[src/rtl/pc_next_unit.sv]
// Program counter / next-PC stage: resolves branches and jumps from ALU flags,
// registers the fetch PC, traps on misaligned targets and counts retirements.
module pc_next_unit #(
  parameter int              XLEN     = 64,
  parameter logic [XLEN-1:0] RESET_PC = '0
) (
  input  logic            clk,
  input  logic            reset,
  input  logic            instr_valid,
  input  logic            stall,
  input  logic [2:0]      branch_type,
  input  logic [XLEN-1:0] imm,
  input  logic            alu_zero,
  input  logic            alu_less,
  input  logic [XLEN-1:0] alu_out,
  output logic [XLEN-1:0] pc,
  output logic [XLEN-1:0] pc_plus4,
  output logic            taken,
  output logic            trap,
  output logic [XLEN-1:0] trap_pc,
  output logic [63:0]     instret
);

  localparam logic [2:0] BR_BEQ  = 3'b001;
  localparam logic [2:0] BR_BNE  = 3'b010;
  localparam logic [2:0] BR_BLT  = 3'b011;
  localparam logic [2:0] BR_BGE  = 3'b100;
  localparam logic [2:0] BR_JAL  = 3'b101;
  localparam logic [2:0] BR_JALR = 3'b110;

  typedef enum logic {RUN = 1'b0, HALT = 1'b1} state_t;

  state_t          state_q, state_d;
  logic [XLEN-1:0] pc_q, pc_d;
  logic            trap_q, trap_d;
  logic [XLEN-1:0] trap_pc_q, trap_pc_d;
  logic [63:0]     instret_q, instret_d;

  logic [XLEN-1:0] target;
  logic            misaligned;
  logic            advance;

  // Datapath: flags -> taken mux -> target select, all in the ALU's cycle.
  always_comb begin
    pc_plus4 = pc_q + XLEN'(4);
    target   = pc_q + imm;
    taken    = 1'b0;
    case (branch_type)
      BR_BEQ:  taken = alu_zero;
      BR_BNE:  taken = !alu_zero;
      BR_BLT:  taken = alu_less;
      BR_BGE:  taken = !alu_less;
      BR_JAL:  taken = 1'b1;
      BR_JALR: begin
        taken  = 1'b1;
        target = alu_out & {{(XLEN-1){1'b1}}, 1'b0};
      end
      default: taken = 1'b0;
    endcase
    misaligned = taken && (target[1:0] != 2'b00);
    advance    = (state_q == RUN) && instr_valid && !stall;
  end

  always_ff @(posedge clk) begin
    if (reset) begin
      state_q   <= RUN;
      pc_q      <= RESET_PC;
      trap_q    <= 1'b0;
      trap_pc_q <= '0;
      instret_q <= '0;
    end else begin
      state_q   <= state_d;
      pc_q      <= pc_d;
      trap_q    <= trap_d;
      trap_pc_q <= trap_pc_d;
      instret_q <= instret_d;
    end
  end

  always_comb begin
    state_d = state_q;
    case (state_q)
      RUN:     if (advance && misaligned) state_d = HALT;
      HALT:    state_d = HALT;
      default: state_d = RUN;
    endcase
  end

  // HALT freezes everything; only reset gets out.
  always_comb begin
    pc_d      = pc_q;
    trap_d    = trap_q;
    trap_pc_d = trap_pc_q;
    instret_d = instret_q;
    if (advance) begin
      if (misaligned) begin
        trap_d    = 1'b1;
        trap_pc_d = pc_q;
      end else begin
        pc_d      = taken ? target : pc_plus4;
        instret_d = instret_q + 64'd1;
      end
    end
  end

  assign pc      = pc_q;
  assign trap    = trap_q;
  assign trap_pc = trap_pc_q;
  assign instret = instret_q;

endmodule

[config.mk]
export PLATFORM = sky130hd
export DESIGN_NAME = pc_next_unit
export DESIGN_NICKNAME = d
export VERILOG_FILES = /design/src/rtl/pc_next_unit.sv
export SDC_FILE = /design/constraint.sdc
export NUM_CORES = 1
export LEC_CHECK = 0
export BUFFER_PORTS_ARGS = -buffer_cell sky130_fd_sc_hd__buf_2
export CAP_MARGIN = 10
export CORE_UTILIZATION = 30
export CTS_CLUSTER_SIZE = 8
export DETAILED_ROUTE_END_ITERATION = 10
export GPL_TIMING_DRIVEN = 1
export SETUP_SLACK_MARGIN = 0.3
export SLEW_MARGIN = 5
export SYNTH_ARGS = -nofsm -noshare
export SYNTH_HDL_FRONTEND = slang
export SYNTH_SLANG_ARGS = --single-unit
[constraint.sdc]
create_clock -name clk -period 4.5 [get_ports clk]
set_input_delay 0.9 -clock clk [delete_from_list [all_inputs] [get_ports clk]]
set_output_delay 0.9 -clock clk [all_outputs]
set_load 0.02 [all_outputs]
==> results.py <==
metrics = {
    "timing": {
        "hold_viol": 0,
        "setup_viol_count_final": 0,
        "finalSetupTns_ns": 0,
        "tightest_slew_ns": 1.02,
        "clock.fmax_mhz": 245,
        "period_minus_slack_ns": 4.09,
        "rsz0062_at_grt": "false",
        "slew_viol_final": 0,
        "min_period_over_period_pct": 90.8,
        "relSlewSlack_pct": 32.0,
        "skew_ns": 0.0155,
    },
    "floorplanning": {
        "std_cell_rows": 77,
        "coreArea_um2": 44500,
        "io_pins": 395,
        "initial_core_util_pct": 30.6,
        "die-area_um2": 46200,
        "fp.dieW_um": 215,
        "die_h_um": 215,
    },
    "worst_setup_path": {
        "cp_data_required_time_ns": 3.60,
        "crit_arrival_ns": 3.19,
        "cp_max_fo": 6,
        "cp-end-kind": "primary output",
        "start_kind": "flip-flop",
        "critPathKind": "flip-flop to primary output",
    },
    "power_and_ir_drop": {
        "p_leak_nw": 7.78,
        "powerDensity_nw_per_um2": 267,
        "peakVddDrop_v": 0.000224,
    },
    "cells_and_area": {
        "final_cells": 2854,
        "multi_input_area_um2": 9210,
        "num-fill-cells": 4756,
        "ff_latch_area_um2": 3880,
        "drive_above_1_share_pct": 23.6,
        "syn2layout_area_growth_pct": 26.3,
        "fin_nets": 2448,
    },
    "yosys": {
        "syn-instance-count": 1867,
        "synth-edff-count": 0,
        "avgSynthCellArea_um2": 7.28,
        "ys_async_sr_fraction_pct": 0,
        "synth_area_leaders": "dfxtp_1, nand2_1, a21oi_1",
        "syn_area_um2": 13600,
        "yosysUniqueCellTypes": 75,
        "postSynthNetCount": 2070,
        "synth_warnings": 0,
        "yosysMostFrequentCell": "nand2_1",
        "seq_area_frac_synth_pct": 28.6,
        "yosys.area.top_type": "dfxtp_1",
        "synthTopCellsByCount": "nand2_1, a21oi_1, dfxtp_1",
        "ys_seq_elements": 194,
        "ys.flop_type": "dfxtp_1",
        "synth.top_cell.area_share_pct": 28.6,
    },
    "clock_tree": {
        "holdBufCountCts": 0,
        "clkTransAtPathRegs_ns": 0.07,
        "clock_latency_ns": 0.47,
        "cts_made_buffers": 17,
        "cts_buffer_depth": 2,
        "cts_tree": "built",
        "cts-htree-levels": 4,
        "root_buffer": "clkbuf_16",
        "clock_sinks": 194,
    },
    "drt": {
        "vias": 15800,
        "wire_per_inst_um": 21.3,
        "drtAntennaViolNets": 0,
        "drc": 0,
        "post_drt_via_cell_ratio": 5.52,
        "drt_wl_total_um": 60700,
        "drt_pass1_iterations": 5,
        "drtIter0Drc": 1374,
    },
    "place": {
        "io_buffers": 393,
        "place.gp.congestion": 0.958,
        "post-place-cells": 2814,
        "dp_hpwl_um": 47200,
    },
    "grt": {
        "grt-ovfl-total": 0,
        "grt.total_usage_pct": 25.6,
        "grt_pass1_wl_um": 90300,
        "first_global_vias": 15100,
        "grt_max_degree": 88,
        "antenna_found_initial": 3,
    },
    "status": {
        "status": "complete, no violations",
    },
    "hold_path": {
        "hp-class": "flip-flop to flip-flop",
    },
    "job": {
        "cap_violations": 0,
    },
}
==> metrics by stage <==
step / hold WS (ns) / utilization, % / power, mW / area [um^2] / setup slack [ns]
after floorplan: 0.441 / - / 2.52 / 13600 / 0.818
after global placement: 0.441 / 37.0 / 2.95 / 16500 / 0.206
after detailed placement: 0.444 / 37.0 / 2.95 / 16500 / 0.187
after CTS: 0.456 / 38.4 / 4.60 / 17100 / 0.302
after global routing: 0.475 / 38.6 / 4.78 / 17200 / 0.290
final: 0.453 / 38.6 / 4.58 / 17200 / 0.413
==> sequential cells by signal, indices dropped and copies added, names as in the netlist <==
signal	flops
instret	64
state_q	1
trap_pc	64
trap	1
pc	64
==> routing by layer <==
| metal | global-route usage, % | wire length, um |
|---|---|---|
| met3 | 6.44 | 5260 |
| met5 | 0 | 0 |
| met4 | 11.2 | 2520 |
| met2 | 42.8 | 28200 |
| met1 | 30.8 | 24700 |
==> cells by family (layout without fill, tap and decap cells) <==
family,Yosys count,after routing,synth area share (%)
buffers and inverters,147,538,4.32
other,0,4,0
AOI/OAI and AO/OA,542,542,24.6
DFF,194,194,28.6
and+or+nand+nor,756,756,26.0
muxes,6,6,0.442
xor gates and xnor gates,156,156,10.0
adders and majority gates,66,66,6.13
==> cell type report <==
| type | count | area share, % |
|---|---|---|
| inverter | 34 | 0.743 |
| clock buffer | 18 | 2.56 |
| multi-input combinational | 1526 | 53.7 |
| sequential | 194 | 22.6 |
| clock inverter | 14 | 1.03 |
| timing repair buffer | 472 | 15.0 |
| antenna | 4 | 0.0583 |
| tap | 592 | 4.31 |
==> worst max-delay path: stages, from the launching register on <==
cell     delay (ns)
dfxtp_1        0.31
buf_4          0.16
nand4_1        0.23
nor4_4         0.32
buf_4          0.18
nand2_1        0.22
nor2_2         0.26
buf_4          0.15
and3_1         0.18
xor2_1         0.44
buf_2          0.26
==> power breakdown <==
part           internal (mW)  switching [mW]  leakage, nW
clock network          0.897           0.747        0.303
registers               1.75          0.0595         1.57
logic                  0.387           0.733         5.91
==> timing repair <==
item	in CTS	in global routing
setup buffers	0	4
gates resized for setup	1	12
pin swaps	0	3
setup endpoints to repair	2	15
==> final timing paths <==
path / cells after the start / to / slack, ns / start
hold reg to reg: 2 / trap_pc[57] / 0.45 / trap_pc[57]
setup reg to reg: 14 / pc[56] / 0.54 / pc[0]
hold / removal: 2 / trap_pc[57] / 0.45 / trap_pc[57]
setup / recovery: 10 / pc_plus4[39] / 0.41 / pc[12]
==> cell usage in the layout, fill, tap and decap left out, drive strengths merged, types with 8 or more instances in the layout <==
cell type and n:
a211oi 10, o21bai 16, a21o 37, o22ai 8, nand2b 10, a22o 8
and3 50, a31oi 15, xor2 66, and2 9, or3 19, a21oi 217
buf 472, nor4 15, clkbuf 18, o21ai 101, o221ai 13, nor2b 10
nand2 322, ha 65, o211ai 33, dfxtp 194, o31ai 13, xnor2 90
nor2 153, nor3 35, o21a 12, inv 37, nand3 64, and4 11
a22oi 11, nand4 37
No activity file was read; power rests on OpenSTA's default activity.
